<file path="config.mk">
export PLATFORM = sky130hd
export DESIGN_NAME = matrix_uart_parser
export DESIGN_NICKNAME = d
export VERILOG_FILES = /design/src/rtl/matrix_uart_parser.sv
export SDC_FILE = /design/constraint.sdc
export NUM_CORES = 1
export LEC_CHECK = 0
export BUFFER_PORTS_ARGS = -buffer_cell sky130_fd_sc_hd__buf_2
export CAP_MARGIN = 0
export CELL_PAD_IN_SITES_DETAIL_PLACEMENT = 1
export CELL_PAD_IN_SITES_GLOBAL_PLACEMENT = 1
export CORE_ASPECT_RATIO = 0.6
export CORE_MARGIN = 2
export CORE_UTILIZATION = 40
export CTS_CLUSTER_SIZE = 14
export DETAILED_ROUTE_END_ITERATION = 12
export HOLD_SLACK_MARGIN = 0.06
export PLACE_DENSITY = 0.78
export SYNTH_ARGS = -nofsm -noshare
export SYNTH_HDL_FRONTEND = slang
export SYNTH_SLANG_ARGS = --single-unit
</file>
<file path="constraint.sdc">
create_clock -name clk -period 4.9 [get_ports clk]
set_input_delay 0.98 -clock clk [delete_from_list [all_inputs] [get_ports clk]]
set_output_delay 0.98 -clock clk [all_outputs]
set_load 0.1 [all_outputs]
</file>
<file path="src/rtl/matrix_uart_parser.sv">
// matrix_uart_parser: parses an ASCII "<rows> <cols> <e0> ..." byte stream into a row-major matrix.
module matrix_uart_parser #(
  parameter int MAX_DIM = 5,
  parameter int MAX_VAL = 9,
  parameter int DATA_W  = 8
) (
  input  logic                                clk,
  input  logic                                rst_n,
  input  logic                                start,
  input  logic [7:0]                          rx_data,
  input  logic                                rx_valid,
  output logic                                busy,
  output logic                                done,
  output logic                                error,
  output logic [1:0]                          err_code,
  output logic [2:0]                          matrix_row,
  output logic [2:0]                          matrix_col,
  output logic [MAX_DIM*MAX_DIM*DATA_W-1:0]   data_flat
);
  localparam logic [2:0] IDLE = 3'd0, GET_ROW = 3'd1, GET_COL = 3'd2, GET_ELEM = 3'd3,
                         FINISH = 3'd4, FAIL = 3'd5;
  logic [2:0]  state;
  logic [11:0] acc, acc_next;
  logic [5:0]  idx, last;
  logic        tok_active, is_digit, is_delim, over;
  assign is_digit = rx_data >= 8'h30 && rx_data <= 8'h39;
  assign is_delim = rx_data == 8'h20 || rx_data == 8'h0A || rx_data == 8'h0D || rx_data == 8'h2C;
  assign acc_next = acc * 12'd10 + {8'd0, rx_data[3:0]};
  assign over     = state == GET_ELEM ? acc_next > 12'(MAX_VAL) : acc_next > 12'(MAX_DIM);
  assign last     = 6'(matrix_row) * 6'(matrix_col) - 6'd1;
  assign busy     = state == GET_ROW || state == GET_COL || state == GET_ELEM;
  assign done     = state == FINISH;
  assign error    = state == FAIL;
  always_ff @(posedge clk or negedge rst_n) begin
    if (!rst_n) begin
      state      <= IDLE;
      acc        <= '0;
      idx        <= '0;
      tok_active <= 1'b0;
      err_code   <= '0;
      matrix_row <= '0;
      matrix_col <= '0;
      data_flat  <= '0;
    end else if (start) begin
      state      <= GET_ROW;
      acc        <= '0;
      idx        <= '0;
      tok_active <= 1'b0;
      err_code   <= '0;
      matrix_row <= '0;
      matrix_col <= '0;
      data_flat  <= '0;
    end else if (done || error) begin
      state <= IDLE;
    end else if (busy && rx_valid) begin
      if (is_digit) begin
        if (over) begin
          err_code <= state == GET_ELEM ? 2'd2 : 2'd3;
          state    <= FAIL;
        end else begin
          acc        <= acc_next;
          tok_active <= 1'b1;
        end
      end else if (!is_delim) begin
        err_code <= 2'd1;
        state    <= FAIL;
      end else if (tok_active) begin
        acc        <= '0;
        tok_active <= 1'b0;
        if (state != GET_ELEM && acc == 12'd0) begin
          err_code <= 2'd3;
          state    <= FAIL;
        end else if (state == GET_ROW) begin
          matrix_row <= acc[2:0];
          state      <= GET_COL;
        end else if (state == GET_COL) begin
          matrix_col <= acc[2:0];
          state      <= GET_ELEM;
        end else begin
          data_flat[int'(idx)*DATA_W +: DATA_W] <= acc[DATA_W-1:0];
          idx <= idx + 6'd1;
          if (idx == last) state <= FINISH;
        end
      end
    end
  end
endmodule

</file>
Word-level counts from Yosys, hierarchy flattened
Cells that the tools add are included.
Storage, ports and cells
  flip-flop bits (word level): 230
  logic and storage cells: 138
Operators by class
  add/sub/neg operators: 4
  $mul: 2
  magnitude comparators: 4
  equality and inequality tests: 23
  shift operators: 2
  mux-type cells: 70
  reduce and logical (&&, ||, !) cells: 25
Operator list (count)
  $mux 200: 9
  $bwmux 200: 1
  $shift 8x33->200 const A: 1
  $shiftx 8x33->200: 1
  $mux 12: 7
  $mux 3: 28
  $mux 6: 9
  $neg 9->33: 1
  $eq 8x4->1 const B: 2
  $eq 8x6->1 const B: 2
  $mux 2: 8
  $reduce_and 8->1: 2
  $add 12x4->12: 1
  $gt 12x3->1 const B: 1
  $gt 12x4->1 const B: 1
  $logic_not 12->1: 1
  $mul 12x3->11 const B: 1
  $ne 2x2->1 const B: 5
  $reduce_and 5->1: 2
  $reduce_bool 2->1: 5
  $reduce_bool 3->1: 3
  $ge 8x6->1 const B: 1
  $le 8x6->1 const B: 1
  $mux 1: 8
  other kinds (18): 29

Longest topological paths before layout
  word-level depth: 13
  mapped depth: 13

Least setup slack after synthesis
No wires, ideal clock.
  kind: register to register
  from: reg matrix_col[2]
  to: reg state[1]
  library setup time: 122 ps
  data arrival time: 3661 ps
  setup slack: 1118 ps
  cell stages (with the launch flop): 12
  buffers on the path: 0
  clock period less this slack: 3782 ps
  path through: dfrtp_1 -> nand2_1 -> ha_1 -> fa_1 -> fa_1 -> xnor2_1 -> xnor2_1 -> nand4_1 -> nor4b_1 -> o31a_1 -> o311ai_0 -> a32o_1
Between the ends
  word-level cells in the longest chain between the ends: 5
Ends and longest elaborated chain
  from (decl): line 17  | output logic [2:0] matrix_col,
  from (signal assigned): line 77  | matrix_col <= acc[2:0];
  $mul 3x3->6: line 30  | assign last = 6'(matrix_row) * 6'(matrix_col) - 6'd1;
  $sub 6x1->6: line 30
  $eq 6x6->1: line 82  | if (idx == last) state <= FINISH;
  $ne 8x3->1 (no line)
  $reduce_and 4->1 (no line)
  to (signal assigned): line 36  | state <= IDLE;
  to (signal assigned): line 78  | state <= GET_ELEM;
  to (signal assigned): line 82
  to (decl): line 22  | logic [2:0] state;
Every way passes these cells.
A chain may end at the register's enable or synchronous reset.

Worst setup path in the final report
  from: reg idx[0]
  to: reg data_flat[166]
Between the ends
  word-level cells in the longest chain between the ends: 12
  elaborated cells between the ends (all ways): 13
  classes of those cells: add/sub: 1; shift: 2; mux: 10
Ends and longest elaborated chain
  from (decl): line 24  | logic [5:0] idx, last;
  from (signal assigned): line 81  | idx <= idx + 6'd1;
  $neg 9->33 (*): line 80  | data_flat[int'(idx)*DATA_W +: DATA_W] <= acc[DATA_W-1:0];
  $shiftx 8x33->200 / $shift 8x33->200 (equally long branches): line 80
  $bwmux 200 (*): line 80
  $mux 200 (*): line 76  | end else if (state == GET_COL) begin
  $mux 200 (*): line 73  | end else if (state == GET_ROW) begin
  $mux 200 (*): line 70  | if (state != GET_ELEM && acc == 12'd0) begin
  $mux 200 (*): line 67  | end else if (tok_active) begin
  $mux 200 (*): line 64  | end else if (!is_delim) begin
  $mux 200 (*): line 56  | if (is_digit) begin
  $mux 200 (*): line 55  | end else if (busy && rx_valid) begin
  $mux 200 (*): line 53  | end else if (done || error) begin
  $mux 200 (*): line 44  | end else if (start) begin
  to (signal, indexed assignment): line 80
  to (decl): line 18  | output logic [MAX_DIM*MAX_DIM*DATA_W-1:0] data_flat
Mark *: on every way between the ends. The rest lies on a longest branch, timed or not. The select of a mux whose other input is x is not followed.

==> load_flow_metrics.sql <==
INSERT INTO impl_metrics (metric_group, metric, value, unit) VALUES
('clocking', 'max-clock-path-buffers', '3', ''),
('global_route', 'global_route_wire_length_before_repair', '57700', 'um'),
('setup_path', 'critical_path.max_stage_delay', '690', 'ps'),
('synthesis', 'mapped_cells', '1110', ''),
('setup_path', 'cp-start-kind', 'flip-flop', ''),
('setup_path', 'worstPathArrival', '4510', 'ps'),
('place', 'hpwl', '26100', 'um'),
('synthesis', 'syn_area_per_cell', '9.93', 'um2'),
('clocking', 'clk_pin_slew', '60', 'ps'),
('final_layout', 'area.growth.synth_to_final', '20.6', '%'),
('detailed_routing', 'drt-wirelength-per-cell', '21.7', 'um'),
('setup_path', 'rr_endpoint', 'data_flat[166]', ''),
('floorplanning', 'fp.dieH', '133', 'um'),
('final_layout', 'post-route-util', '0.486', ''),
('sta', 'fin_worst_skew', '20.3', 'ps'),
('sta', 'finalCritPeriodShare', '0.842', ''),
('sta', 'finalMaxSlewViolations', '0', ''),
('setup_path', 'critical_path.top_delay_family', 'simple AND/OR/NAND/NOR gates', ''),
('sta', 'timing_hold_violations_final', '0', ''),
('detailed_routing', 'routed-via-count', '9486', ''),
('sta', 'rsz0062_at_grt', 'no', ''),
('final_layout', 'antennaDiodeCount', '0', ''),
('synthesis', 'synth.cell_area', '11000', 'um2'),
('final_layout', 'finish.net_count', '1352', ''),
('sta', 'setup_viol', '0', ''),
('setup_path', 'regToRegStartpoint', 'idx[0]', ''),
('detailed_routing', 'firstDrtPassIters', '6', ''),
('synthesis', 'count_of_flip_flops_with_a_built_in_enable_after_synthesis', '0', ''),
('final_layout', 'final_layout_size_suffix_gt1_frac', '0.231', ''),
('power_and_ir_drop', 'static-leakage-power', '6.80', 'nW'),
('synthesis', 'synth_seq_cells', '230', ''),
('setup_path', 'setup.worst_path.end', 'data_flat[166]', ''),
('sta', 'clock.fmax', '0.242', 'GHz'),
('floorplanning', 'floorplan.io_pins', '223', ''),
('synthesis', 'synth.net_count', '1156', ''),
('setup_path', 'cp.buffers_inverters', '1', ''),
('clocking', 'cts_tree', 'yes', ''),
('final_layout', 'layout.cells.most_common_list', 'dfrtp_1 (230), buf_2 (220), nor2_1 (122)', ''),
('global_route', 'vias_in_the_first_global_route', '9632', ''),
('detailed_routing', 'drt_iter0_markers', '778', ''),
('setup_path', 'kind_of_critical_path', 'flip-flop to flip-flop', ''),
('clocking', 'tritoncts.num_buffers', '25', ''),
('floorplanning', 'die-area', '29000', 'um2'),
('clocking', 'clock_tree.root_cell', 'clkbuf_16', ''),
('power_and_ir_drop', 'power.density', '316', 'nW/um2'),
('setup_path', 'cp_num_cells', '10', ''),
('clocking', 'clock_tree.htree_level_count', '1', ''),
('floorplanning', 'die-width', '218', 'um'),
('setup_path', 'cp_startpoint', 'idx[0]', ''),
('clocking', 'holdBufCountCts', '0', ''),
('floorplanning', 'total_core_area', '27300', 'um2'),
('synthesis', 'yosys.cell_types.count', '65', ''),
('run_status', 'run_status', 'complete, no violations', ''),
('detailed_routing', 'remaining_drc_errors', '0', ''),
('place', 'placed_area', '12500', 'um2'),
('setup_path', 'worst-r2r-setup-slack', '770', 'ps'),
('setup_path', 'critical_path.cell_chain', 'clkinv_1 > ha_1 > or3b_1 > or3_1 > nor3b_2 > nand2_1 > nor3_1 > nand2_1 > nand3_1 > o21ai_0', ''),
('detailed_routing', 'postRouteAntennaNets', '0', ''),
('sta', 'setup_tns', '0', 'ps'),
('sta', 'max-slew-margin-rel', '0.355', ''),
('detailed_routing', 'routed_wirelength', '36600', 'um'),
('sta', 'final_period_minus_worst_setup_slack', '4130', 'ps'),
('clocking', 'cts_num_sinks', '230', ''),
('setup_path', 'cp_max_fo', '16', ''),
('final_layout', 'final_cell_area', '13300', 'um2'),
('clocking', 'postCtsSetupRepairBufs', '0', ''),
('setup_path', 'slowest_cp_cell', 'dfrtp_1', ''),
('floorplanning', 'initial_core_util', '0.403', ''),
('place', 'gp_congestion', '0.820', ''),
('setup_path', 'worst_path_most_repeated_cell', 'nand2_1', ''),
('final_layout', 'layout_commonest_cell', 'dfrtp_1', '');
-- per-layer routing --
metal / up-vias / global-route usage / part of all wire
met2: 273 / 0.380 / 0.44
met5: - / 0 / 0
met4: 0 / 0.0351 / 0.012
met1: 4867 / 0.382 / 0.48
met3: 35 / 0.0607 / 0.071
li1: 4311 / - / -
-- flip-flops by register name, summed over array words and instances, names as in the netlist --
name	count
acc	12
data_flat	200
err_code	2
idx	6
matrix_col	3
matrix_row	3
state	3
tok_active	1
-- synth_stat cells, types with 6 or more instances --
master / count / share of area
nand3_1: 107 / 0.049
and3_1: 18 / 0.010
and4_1: 6 / 0.0048
mux2_2: 9 / 0.0092
buf_2: 13 / 0.0059
xor2_1: 11 / 0.0087
ha_1: 30 / 0.034
o31ai_1: 32 / 0.022
o21ai_0: 91 / 0.041
nand2_1: 116 / 0.039
mux2i_1: 66 / 0.060
clkbuf_1: 56 / 0.019
dfrtp_1: 230 / 0.52
xnor2_1: 16 / 0.013
nor2_1: 122 / 0.042
nor2b_1: 9 / 0.0051
a21oi_1: 22 / 0.010
nand4_1: 8 / 0.0045
a32o_1: 18 / 0.016
and2_1: 11 / 0.0062
nor3_1: 13 / 0.0059
inv_1: 22 / 0.0075
-- how the worst min path moves through the flow --
stage / start / end / slack (ps) / cells after the start
4_1_cts: data_flat[81] / data_flat[81] / 480 / 2
3_3_place_gp: data_flat[113] / data_flat[113] / 460 / 2
5_1_grt: data_flat[134] / data_flat[134] / 520 / 1
3_5_place_dp: data_flat[82] / data_flat[82] / 470 / 2
2_1_floorplan: acc[9] / acc[9] / 510 / 1
6_report: rst_n / data_flat[178] / 460 / 1
-- worst reg2reg max path, delay by kind of cell, from the launching register on --
kind                     cells  cell delay, ps
buffers and inverters        1             460
AND/OR/NAND/NOR              7            2330
flip-flops                   1             690
AO/OA/AOI/OAI                1             110
adder cells (fa/ha/maj)      1             390
-- cell type report --
type,count,area [um2],share of cell area
clock buffers,36,737,0.0554
clock inverters,7,90.1,0.00678
inverters,24,90.1,0.00678
multi-input cells,783,4890,0.368
flip-flops and latches,230,5760,0.433
well taps,367,459,0.0345
repair buffers,242,1270,0.0958
-- cell families (layout without fill, tap and decap cells) --
logic type	Yosys count	count (layout)	synth area share
AND/OR/NAND/NOR	444	444	0.192
XOR/XNOR	27	27	0.0214
adder cells (fa/ha/maj)	34	34	0.0413
AO/OA/AOI/OAI	203	203	0.119
buffers and inverters	97	309	0.0355
flip-flops	230	230	0.522
multiplexers	75	75	0.0691
-- stage by stage --
| stage | hold slack [ps] | instances | worst slack [ps] | total power [mW] |
|---|---|---|---|---|
| after floorplan | 510 | 1110 | 1120 | 2.18 |
| after global placement | 461 | 1646 | 993 | 2.30 |
| after detailed placement | 469 | 1646 | 965 | 2.31 |
| after CTS | 485 | 1689 | 927 | 4.24 |
| after global routing | 515 | 1689 | 522 | 4.35 |
| final | 463 | 1689 | 775 | 4.21 |
-- report_power, final --
part	switching (mW)	internal (mW)	total, mW
Combinational	0.285	0.0715	0.357
Clock	0.785	1.14	1.93
Sequential	0.0156	1.91	1.92
No activity file was read; power rests on OpenSTA's default activity.
